$ cat src/rtl/sorter_leaf_buffer_pkg.sv
// Shared definitions for the merge sorter leaf: leaf FSM encoding, default width
// and the sentinel word used to pad a finished run.
package sorter_pkg;

    localparam int unsigned DW_DEFAULT = 32;
    localparam int unsigned SENT_MAX_W = 256;

    typedef enum logic [1:0] {
        ST_IDLE = 2'd0,
        ST_FILL = 2'd1,
        ST_PAD  = 2'd2
    } leaf_state_t;

    // All-ones pattern of dw bits; callers take the low dw bits of the result.
    function automatic logic [SENT_MAX_W-1:0] sentinel_word(input int unsigned dw);
        sentinel_word = '0;
        for (int i = 0; i < int'(SENT_MAX_W); i++) begin
            if (i < int'(dw)) sentinel_word[i] = 1'b1;
        end
    endfunction

endpackage

$ cat src/rtl/sorter_leaf_buffer_if.sv
// Record stream bundle around the leaf buffer: upstream write side (din/i_enq/i_full)
// and downstream merger-FIFO write side (dout/enq/full).
interface sorter_leaf_buffer_if import sorter_pkg::*; #(
    parameter int unsigned DW = DW_DEFAULT
);
    // Handshake: a word moves on a cycle where its strobe (i_enq / enq) is high and the
    // receiver's full flag (i_full / full) is low in that same cycle; no other transfer exists.
    logic [DW-1:0] din;
    logic          i_enq;
    logic          i_full;
    logic          full;
    logic          enq;
    logic [DW-1:0] dout;

    modport master (output din, i_enq, full, input i_full, enq, dout);
    modport slave  (input din, i_enq, full, output i_full, enq, dout);
endinterface

$ cat src/rtl/sorter_leaf_buffer_sync_fifo_fwft.sv
// First-word-fall-through synchronous FIFO; head is valid combinationally whenever not empty.
module sync_fifo_fwft #(
    parameter int unsigned DW    = 32,
    parameter int unsigned DEPTH = 4
) (
    input  logic                     clk,
    input  logic                     rst_n,
    input  logic                     i_wr,
    input  logic [DW-1:0]            i_din,
    input  logic                     i_rd,
    output logic [DW-1:0]            o_head,
    output logic                     o_full,
    output logic                     o_empty,
    output logic [$clog2(DEPTH):0]   o_count
);
    localparam int unsigned AW = $clog2(DEPTH);
    localparam logic [AW:0] PTR_ONE = {{AW{1'b0}}, 1'b1};

    logic [DW-1:0] r_mem [DEPTH];
    logic [AW:0]   r_wp;
    logic [AW:0]   r_rp;
    logic          w_do_rd;
    logic          w_do_wr;

    // Extra pointer bit tells full from empty when the index bits match.
    assign o_empty = (r_wp == r_rp);
    assign o_full  = (r_wp[AW] != r_rp[AW]) && (r_wp[AW-1:0] == r_rp[AW-1:0]);
    assign o_count = r_wp - r_rp;
    assign o_head  = r_mem[r_rp[AW-1:0]];

    assign w_do_rd = i_rd && !o_empty;
    assign w_do_wr = i_wr && (!o_full || w_do_rd);

    always_ff @(posedge clk or negedge rst_n) begin
        if (!rst_n) begin
            r_wp <= '0;
            r_rp <= '0;
        end else begin
            if (w_do_wr) r_wp <= r_wp + PTR_ONE;
            if (w_do_rd) r_rp <= r_rp + PTR_ONE;
        end
    end

    always_ff @(posedge clk) begin
        if (w_do_wr) r_mem[r_wp[AW-1:0]] <= i_din;
    end

endmodule

$ cat src/rtl/sorter_leaf_buffer.sv
// Leaf input buffer: forwards exactly cfg_len buffered records per run, then pads with
// the sentinel until the next run; flags dropped upstream writes.
module sorter_leaf_buffer import sorter_pkg::*; #(
    parameter int unsigned DW    = DW_DEFAULT,
    parameter int unsigned DEPTH = 4,
    parameter int unsigned LEN_W = 8
) (
    input  logic                     clk,
    input  logic                     rst_n,
    sorter_leaf_buffer_if.slave      bus,
    input  logic [LEN_W-1:0]         cfg_len,
    input  logic                     next_run,
    output logic                     run_done,
    output logic                     overflow,
    output leaf_state_t              o_dbg_state,
    output logic [$clog2(DEPTH):0]   o_dbg_count
);
    localparam logic [SENT_MAX_W-1:0] SENT_WIDE = sentinel_word(DW);
    localparam logic [DW-1:0]         SENTINEL  = SENT_WIDE[DW-1:0];
    localparam logic [LEN_W-1:0]      LEN_ONE   = {{(LEN_W-1){1'b0}}, 1'b1};

    leaf_state_t      r_state;
    logic [LEN_W-1:0] r_rem;
    logic             r_overflow;

    logic             w_pop;
    logic             w_wr;
    logic             w_fifo_full;
    logic             w_fifo_empty;
    logic [DW-1:0]    w_head;

    sync_fifo_fwft #(.DW(DW), .DEPTH(DEPTH)) u_fifo (
        .clk     (clk),
        .rst_n   (rst_n),
        .i_wr    (w_wr),
        .i_din   (bus.din),
        .i_rd    (w_pop),
        .o_head  (w_head),
        .o_full  (w_fifo_full),
        .o_empty (w_fifo_empty),
        .o_count (o_dbg_count)
    );

    // A same-cycle pop frees a slot, so a full FIFO still accepts while draining.
    assign w_pop      = (r_state == ST_FILL) && !bus.full && !w_fifo_empty;
    assign bus.i_full = w_fifo_full && !w_pop;
    assign w_wr       = bus.i_enq && !bus.i_full;

    assign bus.enq    = w_pop || ((r_state == ST_PAD) && !bus.full);
    assign bus.dout   = (r_state == ST_FILL) ? w_head : SENTINEL;
    assign run_done   = (r_state == ST_PAD);
    assign overflow   = r_overflow;
    assign o_dbg_state = r_state;

    always_ff @(posedge clk or negedge rst_n) begin
        if (!rst_n) begin
            r_state <= ST_IDLE;
            r_rem   <= '0;
        end else begin
            unique case (r_state)
                ST_IDLE, ST_PAD: begin
                    if (next_run) begin
                        r_rem   <= cfg_len;
                        r_state <= (cfg_len == '0) ? ST_PAD : ST_FILL;
                    end
                end
                ST_FILL: begin
                    // next_run is deliberately ignored until the run completes.
                    if (w_pop && (r_rem != '0)) begin
                        r_rem <= r_rem - LEN_ONE;
                        if (r_rem == LEN_ONE) r_state <= ST_PAD;
                    end
                end
                default: r_state <= ST_IDLE;
            endcase
        end
    end

    always_ff @(posedge clk or negedge rst_n) begin
        if (!rst_n)                        r_overflow <= 1'b0;
        else if (bus.i_enq && bus.i_full)  r_overflow <= 1'b1;
    end

endmodule
$ cat src/flat_wrapper.sv
// flat-port wrapper written by rule: the top's interface ports become plain ports
module sorter_leaf_buffer_flat import sorter_pkg::*;
#(
    parameter int unsigned DW    = DW_DEFAULT,
    parameter int unsigned DEPTH = 4,
    parameter int unsigned LEN_W = 8
)
  (clk, rst_n, cfg_len, next_run, run_done, overflow, o_dbg_state, o_dbg_count, bus_din, bus_i_enq, bus_full, bus_i_full, bus_enq, bus_dout);
  sorter_leaf_buffer_if #(.DW(DW)) bus_i ();
  input  logic clk;
  input  logic rst_n;
  input  logic [LEN_W-1:0] cfg_len;
  input  logic next_run;
  output logic run_done;
  output logic overflow;
  output leaf_state_t o_dbg_state;
  output logic [$clog2(DEPTH):0] o_dbg_count;
  input wire logic [$bits(bus_i.din)-1:0] bus_din;
  input wire logic [$bits(bus_i.i_enq)-1:0] bus_i_enq;
  input wire logic [$bits(bus_i.full)-1:0] bus_full;
  output wire logic [$bits(bus_i.i_full)-1:0] bus_i_full;
  output wire logic [$bits(bus_i.enq)-1:0] bus_enq;
  output wire logic [$bits(bus_i.dout)-1:0] bus_dout;
  assign bus_i.din = bus_din;
  assign bus_i.i_enq = bus_i_enq;
  assign bus_i.full = bus_full;
  assign bus_i_full = bus_i.i_full;
  assign bus_enq = bus_i.enq;
  assign bus_dout = bus_i.dout;
  sorter_leaf_buffer #(.DW(DW), .DEPTH(DEPTH), .LEN_W(LEN_W)) u_core (.clk(clk), .rst_n(rst_n), .bus(bus_i), .cfg_len(cfg_len), .next_run(next_run), .run_done(run_done), .overflow(overflow), .o_dbg_state(o_dbg_state), .o_dbg_count(o_dbg_count));
endmodule
$ cat config.mk
export PLATFORM = sky130hd
export DESIGN_NAME = sorter_leaf_buffer_flat
export DESIGN_NICKNAME = d
export VERILOG_FILES = /design/src/rtl/sorter_leaf_buffer_pkg.sv /design/src/rtl/sorter_leaf_buffer_if.sv /design/src/rtl/sorter_leaf_buffer_sync_fifo_fwft.sv /design/src/rtl/sorter_leaf_buffer.sv /design/src/flat_wrapper.sv
export SDC_FILE = /design/constraint.sdc
export NUM_CORES = 1
export LEC_CHECK = 0
export ABC_CLOCK_PERIOD_IN_PS = 3000
export CAP_MARGIN = 20
export CORE_MARGIN = 2
export CORE_UTILIZATION = 35
export CTS_CLUSTER_DIAMETER = 80
export DETAILED_ROUTE_END_ITERATION = 10
export PLACE_DENSITY = 0.54
export SETUP_SLACK_MARGIN = 0.2
export SLEW_MARGIN = 5
export SYNTH_ARGS = -nofsm -noshare
export SYNTH_HDL_FRONTEND = slang
export SYNTH_SLANG_ARGS = --single-unit
export TNS_END_PERCENT = 30
$ cat constraint.sdc
create_clock -name clk -period 3 [get_ports clk]
set_clock_uncertainty 0.15 [all_clocks]
set_input_delay 0.3 -clock clk [delete_from_list [all_inputs] [get_ports clk]]
set_output_delay 0.3 -clock clk [all_outputs]
set_load 0.05 [all_outputs]
---- Word level (Yosys, flattened, before mapping) ----
Memories as Yosys holds them, arrays and structs flattened.
Cells that the tools add are included.
W data, S select, Z words.
word-level totals
  input port bits ......................... 45
  flip-flop bits (word level) ............. 17
  memory bits (writable) .................. 128
  memories ................................ 1
operators by class
  multiplexer cells ....................... 11
  eq/ne operators ......................... 9
  reduce and logical (&&, ||, !) cells .... 24
  add/subtract/negate cells ............... 4
memories
  memory               depth  width  read ports  clocked after Yosys merged registers in  write ports  line                                     RTL
  u_core.u_fifo.r_mem  4      32     1           0                                        1            sorter_leaf_buffer_sync_fifo_fwft.sv:19  logic [DW-1:0] r_mem [DEPTH];
operators by type and width
  cell                   count
  $mux W32               1
  $mux W8                2
  $pmux W8 S2            1
  $logic_and A1 B1 Y1    10
  $eq A8 B1 Y1 const B   1
  $logic_not A8 Y1       1
  $mux W2                4
  $reduce_bool A8 Y1     1
  $sub A8 B1 Y8 const B  1
  $add A3 B1 Y3 const B  2
  $ne A2 B2 Y1 const B   3
  $reduce_and A3 Y1      2
  $logic_not A1 Y1       5
  $pmux W2 S2            1
  $eq A3 B3 Y1           1
  $sub A3 B3 Y3          1
  $eq A2 B1 Y1 const B   1
  $eq A2 B2 Y1           1
  $eq A2 B2 Y1 const B   1
  $logic_not A2 Y1       1
  $logic_or A1 B1 Y1     2
  $mux W1                2
  $reduce_bool A2 Y1     1
  $reduce_or A2 Y1       1
  $ne A1 B1 Y1           1

---- Longest topological paths before layout ----
Gate-level depths: netlist of the first run.
  word-level depth ........................ 10
  gate-level depth with buffers ........... 8

---- Modules after synthesis ----
From an unflattened synthesis of the first run, not the netlist that was laid out.
second synthesis, totals
  cells, all modules ...................... 334
  area, all modules ....................... 6047.0 µm²
by module, submodules not included
  module              instances  seq. area each (µm²)  cells each  area each (µm²)
  sync_fifo_fwft      1          3993.8                214         5069.9
  sorter_leaf_buffer  1          275.3                 120         977.2

---- Worst setup path before layout of the first run ----
No wires, ideal clock.
  path kind ............................... register -> register
  start point ............................. reg u_core.u_fifo.r_rp[1]
  end point ............................... mem u_core.u_fifo.r_mem[0][0] (enable)
  path slack .............................. -0.161 ns
  stages on the path, launching flop included .. 8
  arrival ................................. 2.619 ns
  cell sequence ........................... dfrtp_1 > clkbuf_1 > clkbuf_1 > inv_1 > ha_1 > and2_1 > a31oi_4 > and2_1
between the ends
  word-level cells in the longest chain between the ends .. 10
  elaborated cells between the ends (all ways) .. 15
  those cells by class .................... eq/ne (2); mux (2); reduce/logical (11)
RTL lines
  what                               line                                                               RTL
  from (decl)                        sorter_leaf_buffer_sync_fifo_fwft.sv:21                            logic [AW:0] r_rp;
  from (signal assigned)             sorter_leaf_buffer_sync_fifo_fwft.sv:40                            if (w_do_rd) r_rp <= r_rp + PTR_ONE;
  $eq A3 B3 Y1                       sorter_leaf_buffer_sync_fifo_fwft.sv:26                            assign o_empty = (r_wp == r_rp);
  $logic_not A1 Y1                   sorter_leaf_buffer_sync_fifo_fwft.sv:31, sorter_leaf_buffer.sv:45
  $logic_and A1 B1 Y1                sorter_leaf_buffer.sv:45                                           assign w_pop = (r_state == ST_FILL) && !bus.full && !w_fifo_empty;
  $logic_not A1 Y1                   sorter_leaf_buffer.sv:46                                           assign bus.i_full = w_fifo_full && !w_pop;
  $logic_and A1 B1 Y1                sorter_leaf_buffer.sv:46
  $logic_not A1 Y1                   sorter_leaf_buffer.sv:47                                           assign w_wr = bus.i_enq && !bus.i_full;
  $logic_and A1 B1 Y1                sorter_leaf_buffer.sv:47
  $logic_and A1 B1 Y1 (*)            sorter_leaf_buffer_sync_fifo_fwft.sv:32                            assign w_do_wr = i_wr && (!o_full || w_do_rd);
  $mux W1 (*)                        sorter_leaf_buffer_sync_fifo_fwft.sv:45                            if (w_do_wr) r_mem[r_wp[AW-1:0]] <= i_din;
  $mux W1 (not written as such) (*)  sorter_leaf_buffer_sync_fifo_fwft.sv:45
  to (decl)                          sorter_leaf_buffer_sync_fifo_fwft.sv:19
Every way passes the cells marked *; elsewhere a longest branch is shown, timed or not.

---- Final worst setup path of the first run ----
  start point ............................. reg u_core.u_fifo.r_rp[0]
  end point ............................... out bus_enq
between the ends
  word-level cells in the longest chain between the ends .. 4
RTL lines
  what                 line                                     RTL
  $eq A3 B3 Y1         sorter_leaf_buffer_sync_fifo_fwft.sv:26
  $logic_not A1 Y1     sorter_leaf_buffer.sv:45
  $logic_and A1 B1 Y1  sorter_leaf_buffer.sv:45
  $logic_or A1 B1 Y1   sorter_leaf_buffer.sv:49                 assign bus.enq = w_pop || ((r_state == ST_PAD) && !bus.full);
  to (decl)            flat_wrapper.sv:22                       output wire logic [$bits(bus_i.enq)-1:0] bus_enq;
No other way between the ends.

==> impl_metrics.yaml, run 1 <==
sta:
  layout_worst_path_cycle_share_pct: 88.0
  worst_hold_slack_ps: 209
  fin_setup_tns_ps: 0
  clock.fmax_mhz: 379
  timing_hold_violations_final: 0
  max_slew_headroom_at_the_worst_pin_pct: 44.4
  setup_viol: 0
  final-max-slew-violation-count: 0
  layout_min_cycle_time_ps: 2640
  worstMarginPinSlew_ps: 832
  final_worst_setup_slack_ps: 360
  grt_setup_unrepaired: "no"
worst_setup_path:
  cp_cell_sequence: "ha_1 -> and2_1 -> buf_4 -> a21o_4 -> o21ai_0 -> buf_12"
  worstPathBufferInverterCount: 2
  worst-r2r-setup-slack_ps: 590
  critical_path.top_delay_family: "flip-flops"
  crit_path_max_fanout: 4
  critical-path-max-stage-delay_ps: 510
  setup.worst_path.class: "flip-flop to output pin"
  worstReg2RegStart: "u_core.o_dbg_state[0]"
  critical_path_arrival_ps: 2190
  required_ps: 2550
  critical_path.reg2reg.endpoint: "u_core.r_rem[4]"
  worstSetupEndpointType: "output pin"
  ff2ff_path_depth: 5
  worst_path_cell_with_the_longest_stage_delay: "sky130_fd_sc_hd__dfrtp_4"
  crit_path_start_kind: "flip-flop"
finish:
  post_route_cells_drive_above_1_share_pct: 28.9
  area.growth.synth_to_final_pct: 30.8
  instances_no_fill: 679
  final_cell_mix: "sky130_fd_sc_hd__edfxtp_1, sky130_fd_sc_hd__clkdlybuf4s50_1, sky130_fd_sc_hd__nand2b_1, sky130_fd_sc_hd__mux4_2, sky130_fd_sc_hd__buf_4"
  finalCoreUtilization_pct: 46.6
  fin_area_mm2: 0.00804
  mostFrequentLayoutCell: "sky130_fd_sc_hd__edfxtp_1"
  num-nets-final: 496
  fillerInstances: 1486
placement:
  postPlaceCellArea_mm2: 0.00740
  place_congestion: 0.790
  dp_slack_ps: 434
  io_buffer_count: 85
  hpwlAfterDp_um: 8300
  placed_cells_incl_taps: 644
routing:
  routedWlPerCell_um: 18.7
  number_of_nets_still_failing_antenna_checks_after_routing: 0
  first_pass_iters: 4
  total_via_count_after_detailed_routing: 3324
  finalWirelength_um: 12700
  drcViolationCount: 0
  routed_via_density: 4.90
  detail_route.iter0.violations: 308
yosys:
  cells_after_synthesis: 337
  ys_async_sr_fraction_pct: 11.7
  synth_enable_flop_cells: 128
  yosys_register_bits: 145
  dominantRegCellSynth: "sky130_fd_sc_hd__edfxtp_1"
  syn_area_per_cell_um2: 18.2
  yosysUniqueCellTypes: 59
  syn-cell-area_mm2: 0.00614
  ys_seq_area_share_pct: 69.5
  synthesis.nets: 393
  yosysWarnings: 0
clock_network:
  buffer_levels_on_the_longest_clock_path: 2
  holdBufCountCts: 0
  cts_inserted_buffers: 17
  tritoncts: "built"
  cts-htree-levels: 4
  cts.clk_slew.worst_paths_ps: 60
  clock_latency_ps: 420
  clk_root_buffer_cell: "sky130_fd_sc_hd__clkbuf_16"
  cts.sink_count: 145
power_and_ir_drop:
  p_clk_share_pct: 22.8
  seqPwrFrac_pct: 31.0
  p_int_mw: 5.77
  power.density_mw_per_mm2: 1180
  total_chip_power_mw: 9.46
  power_switching_mw: 3.70
  power.share.switching_pct: 39.1
  combPwrFrac_pct: 46.2
  vdd.ir_drop.worst_uv: 612
  power.leakage_nw: 2.89
global_routing:
  grt_pass1_vias: 3419
  grt_use_total_pct: 14.6
  grt_start_max_net_pins: 30
  grt_first_pass_wirelength_um: 19600
  antenna_found_initial: 2
  grt-ovfl-total: 0
floorplan:
  die-area_mm2: 0.0186
  num_rows: 48
  ioPinCount: 86
  die_w_um: 137
  fp.dieH_um: 137
  core_area_mm2: 0.0172
  initial_core_util_pct: 35.6
run:
  drv.max_cap_violation_count: 0
hold_path:
  hold_path.class: "input pin to async pin"
run_status:
  status: "complete, no violations"
[worst reg2reg max path, delay by kind of cell (launching register included)]
kind | cells | cell delay, ps
simple gates | 3 | 960
flops | 1 | 530
compound gates | 1 | 230
buf+inv | 1 | 420
[kinds of logic (layout without fill, tap and decap cells)]
logic type / count (synthesis) / in the layout / synth area share [%]
muxes: 35 / 35 / 12.2
DFF: 145 / 145 / 69.5
other: 0 / 1 / 0
xor gates and xnor gates: 7 / 7 / 1.24
buffers and inverters: 29 / 145 / 2.00
adders and majority gates: 11 / 11 / 2.36
and+or+nand+nor: 75 / 75 / 7.82
AOI/OAI and AO/OA: 35 / 35 / 4.87
[power groups by stage]
| stage | clock network [mW] | registers [mW] | logic [mW] |
|---|---|---|---|
| floorplan | 0 | 2.90 | 3.02 |
| global placement | 0 | 3.01 | 4.40 |
| detailed placement | 0 | 3.03 | 4.40 |
| CTS | 2.21 | 3.00 | 4.36 |
| global route | 2.28 | 2.98 | 4.65 |
| finish | 2.16 | 2.93 | 4.38 |
[per-layer routing]
layer / global-route usage (%) / vias to the layer above / wire length [um]
met1: 19.2 / 1688 / 5660
met3: 5.78 / 15 / 869
li1: - / 1535 / -
met2: 22.3 / 84 / 5990
met5: 0 / - / 11
met4: 4.63 / 2 / 146
[cell type report]
| cell class | count | area [um^2] | area share, % |
|---|---|---|---|
| Antenna cell | 1 | 2.50 | 0.0311 |
| Clock buffer | 17 | 425 | 5.29 |
| Clock inverter | 15 | 183 | 2.27 |
| Inverter | 12 | 45.0 | 0.560 |
| Multi-Input combinational cell | 163 | 1760 | 21.9 |
| Sequential cell | 145 | 4270 | 53.2 |
| Tap cell | 225 | 282 | 3.50 |
| Timing Repair Buffer | 101 | 1070 | 13.3 |
[sequential cells by signal, summed over array words and instances (netlist names)]
| register | flops |
|---|---|
| u_core.r_rem | 8 |
| u_core.overflow | 1 |
| u_core.u_fifo.r_rp | 3 |
| u_core.u_fifo.r_mem | 128 |
| u_core.o_dbg_state | 2 |
| u_core.u_fifo.r_wp | 3 |
[worst max-delay path by stage]
| stage | start | cells after the start | slack [ps] | to |
|---|---|---|---|---|
| floorplan | u_core.u_fifo.r_rp[1] | 7 | 170 | u_core.u_fifo.r_mem[0][0] |
| global placement | u_core.u_fifo.r_rp[0] | 3 | 430 | bus_dout[26] |
| detailed placement | u_core.u_fifo.r_rp[0] | 3 | 430 | bus_dout[26] |
| CTS | u_core.u_fifo.r_rp[0] | 3 | 100 | bus_dout[25] |
| global route | u_core.o_dbg_state[1] | 4 | 230 | bus_dout[0] |
| finish | u_core.u_fifo.r_rp[0] | 6 | 360 | bus_enq |
[Yosys cell counts (4+ instances only)]
library cell                 n  share of area (%)
sky130_fd_sc_hd__ha_1       10                2.0
sky130_fd_sc_hd__nand2b_1   33                3.4
sky130_fd_sc_hd__edfxtp_1  128                 63
sky130_fd_sc_hd__buf_2       8               0.65
sky130_fd_sc_hd__xnor2_1     4               0.57
sky130_fd_sc_hd__inv_1      12               0.73
sky130_fd_sc_hd__nor2_1      7               0.43
sky130_fd_sc_hd__nand3_1     4               0.33
sky130_fd_sc_hd__nand2_1     7               0.43
sky130_fd_sc_hd__mux4_2     32                 12
sky130_fd_sc_hd__o21ai_0     4               0.33
sky130_fd_sc_hd__clkbuf_1    7               0.43
sky130_fd_sc_hd__dfrtp_1    17                6.9
sky130_fd_sc_hd__and2_1      5               0.51
sky130_fd_sc_hd__a31oi_1     4               0.41
[repair_timing]
| item | 4_1_cts | 5_1_grt |
|---|---|---|
| endpoints found under the setup margin | 33 | 24 |
| buffers inserted | 0 | 2 |
| resized for setup | 10 | 4 |
Power figures use the tool's default switching activity.
==> run 2: changes to the inputs <==
HOLD_SLACK_MARGIN = 0.05   (was unset)
==> results of run 2 <==
No change in the layout: final DEF, timing and power equal those of run 1.
==> run 3: changes to the inputs <==
--- a/config.mk
+++ b/config.mk
@@ -19,3 +19,3 @@
 export SYNTH_HDL_FRONTEND = slang
 export SYNTH_SLANG_ARGS = --single-unit
-export TNS_END_PERCENT = 30
+export TNS_END_PERCENT = 5
==> constraint.sdc (replaced) <==
create_clock -name clk -period 3 [get_ports clk]
set_clock_uncertainty 0.15 [all_clocks]
set_input_delay 0.3 -clock clk [delete_from_list [all_inputs] [get_ports clk]]
set_output_delay 0.3 -clock clk [all_outputs]
set_load 0.01 [all_outputs]
==> impl_metrics.yaml, run 3 (same netlist as run 1, synthesis figures left out) <==
power_and_ir_drop:
  combPwrFrac_pct: 37.8
  p_clk_share_pct: 26.5
  seqPwrFrac_pct: 35.8
  power_switching_mw: 2.49
  p_int_mw: 5.67
  vdd.ir_drop.worst_uv: 568
  total_chip_power_mw: 8.16
  power.share.switching_pct: 30.5
  power.density_mw_per_mm2: 1030
  power.leakage_nw: 2.81
floorplan:
  initial_core_util_pct: 35.6
  core_area_mm2: 0.0172
  ioPinCount: 86
  die_w_um: 137
  fp.dieH_um: 137
  die-area_mm2: 0.0186
  num_rows: 48
worst_setup_path:
  critical_path_arrival_ps: 2320
  worstSetupEndpointType: "output pin"
  crit_path_start_kind: "flip-flop"
  crit_path_max_fanout: 33
  setup.worst_path.class: "flip-flop to output pin"
  required_ps: 2550
  worstReg2RegStart: "u_core.u_fifo.r_wp[0]"
  critical_path.startpoint: "u_core.u_fifo.r_rp[1]"
sta:
  grt_setup_unrepaired: "yes"
  layout_min_cycle_time_ps: 2770
  timing_hold_violations_final: 0
  worstMarginPinSlew_ps: 829
  max_slew_headroom_at_the_worst_pin_pct: 44.6
  setup_viol: 0
  layout_worst_path_cycle_share_pct: 92.5
  fin_setup_tns_ps: 0
  final_worst_setup_slack_ps: 226
  final-max-slew-violation-count: 0
  clock.fmax_mhz: 360
clock_network:
  clock_latency_ps: 420
  post-cts-setup-buffers: 0
  cts_inserted_buffers: 17
  tritoncts: "built"
  cts.clk_slew.worst_paths_ps: 60
  cts.sink_count: 145
  buffer_levels_on_the_longest_clock_path: 2
  cts-htree-levels: 4
  clk_root_buffer_cell: "sky130_fd_sc_hd__clkbuf_16"
finish:
  post_route_cells_drive_above_1_share_pct: 23.1
  num-nets-final: 493
  final_cell_mix: "sky130_fd_sc_hd__edfxtp_1, sky130_fd_sc_hd__clkdlybuf4s50_1, sky130_fd_sc_hd__nand2b_1, sky130_fd_sc_hd__mux4_2, sky130_fd_sc_hd__clkbuf_16"
  diodes: 0
  area.growth.synth_to_final_pct: 29.3
  largest_register_ff_count: 128
  fillerInstances: 1469
  mostFrequentLayoutCell: "sky130_fd_sc_hd__edfxtp_1"
routing:
  drcViolationCount: 0
  first_pass_iters: 4
  detail_route.iter0.violations: 222
  finalWirelength_um: 12700
  total_via_count_after_detailed_routing: 3339
  number_of_nets_still_failing_antenna_checks_after_routing: 0
  routed_via_density: 4.95
  routedWlPerCell_um: 18.8
placement:
  hpwlAfterDp_um: 8150
  dp_slack_ps: 467
  io_buffer_count: 85
  place_congestion: 0.815
global_routing:
  grt_start_max_net_pins: 34
  grt_pass1_vias: 3571
  grt_first_pass_wirelength_um: 19900
  grt_use_total_pct: 14.7
  grt-ovfl-total: 0
  antenna_found_initial: 0
hold_path:
  hold_path.class: "input pin to async pin"
run:
  drv.max_cap_violation_count: 0
run_status:
  status: "complete, no violations"
run 3: what timing repair did:
| item | 4_1_cts | 5_1_grt |
|---|---|---|
| setup endpoints to repair | 22 | 33 |
| hold buffers | 0 | 0 |
| resized for setup | 2 | 1 |
run 3: worst max-delay path, cell delays in order, from the launching register on:
cell and delay (ps):
sky130_fd_sc_hd__dfrtp_2 350, sky130_fd_sc_hd__buf_4 440, sky130_fd_sc_hd__mux4_2 420, sky130_fd_sc_hd__nand2b_1 170, sky130_fd_sc_hd__clkdlybuf4s50_1 500
run 3: final cells by class:
type | instances | area [um^2] | area share, %
clock buffers | 17 | 425 | 5.36
inverters | 12 | 45.0 | 0.567
flip-flops and latches | 145 | 4270 | 53.8
well taps | 225 | 282 | 3.54
multi-input cells | 163 | 1760 | 22.2
repair buffers | 98 | 976 | 12.3
clock inverters | 15 | 184 | 2.32
run 3: power by group through the flow:
| stage | Combinational, mW | Clock (mW) | Sequential, mW |
|---|---|---|---|
| floorplan | 1.86 | 0 | 2.88 |
| global placement | 3.15 | 0 | 2.94 |
| detailed placement | 3.15 | 0 | 2.96 |
| CTS | 3.18 | 2.21 | 2.92 |
| global route | 3.35 | 2.31 | 2.97 |
| finish | 3.08 | 2.16 | 2.92 |
run 3: final timing paths:
path	cells past startpoint	end	slack, ps
worst max-delay path	4	bus_dout[8]	230
worst min-delay path	1	u_core.o_dbg_state[1]	200
worst max register to register	6	u_core.u_fifo.r_mem[3][19]	620
worst min register to register	1	u_core.overflow	310
max in group asynchronous	1	u_core.u_fifo.r_rp[0]	1930
min in group clk	1	u_core.overflow	310
run 3: layer usage:
metal	track usage, %	wire length [um]
met1	19.2	5670
met2	22.9	6140
met3	5.07	727
met4	5.27	180
met5	0	0
run 3: metrics by stage:
step,instance area [um^2],hold WS (ps),utilization (%),cells
finish,7940,202,46.1,675
floorplan,6150,-146,-,337
global placement,7330,294,42.5,643
CTS,7940,232,46.1,675
detailed placement,7330,304,42.5,643
global route,7940,276,46.1,675
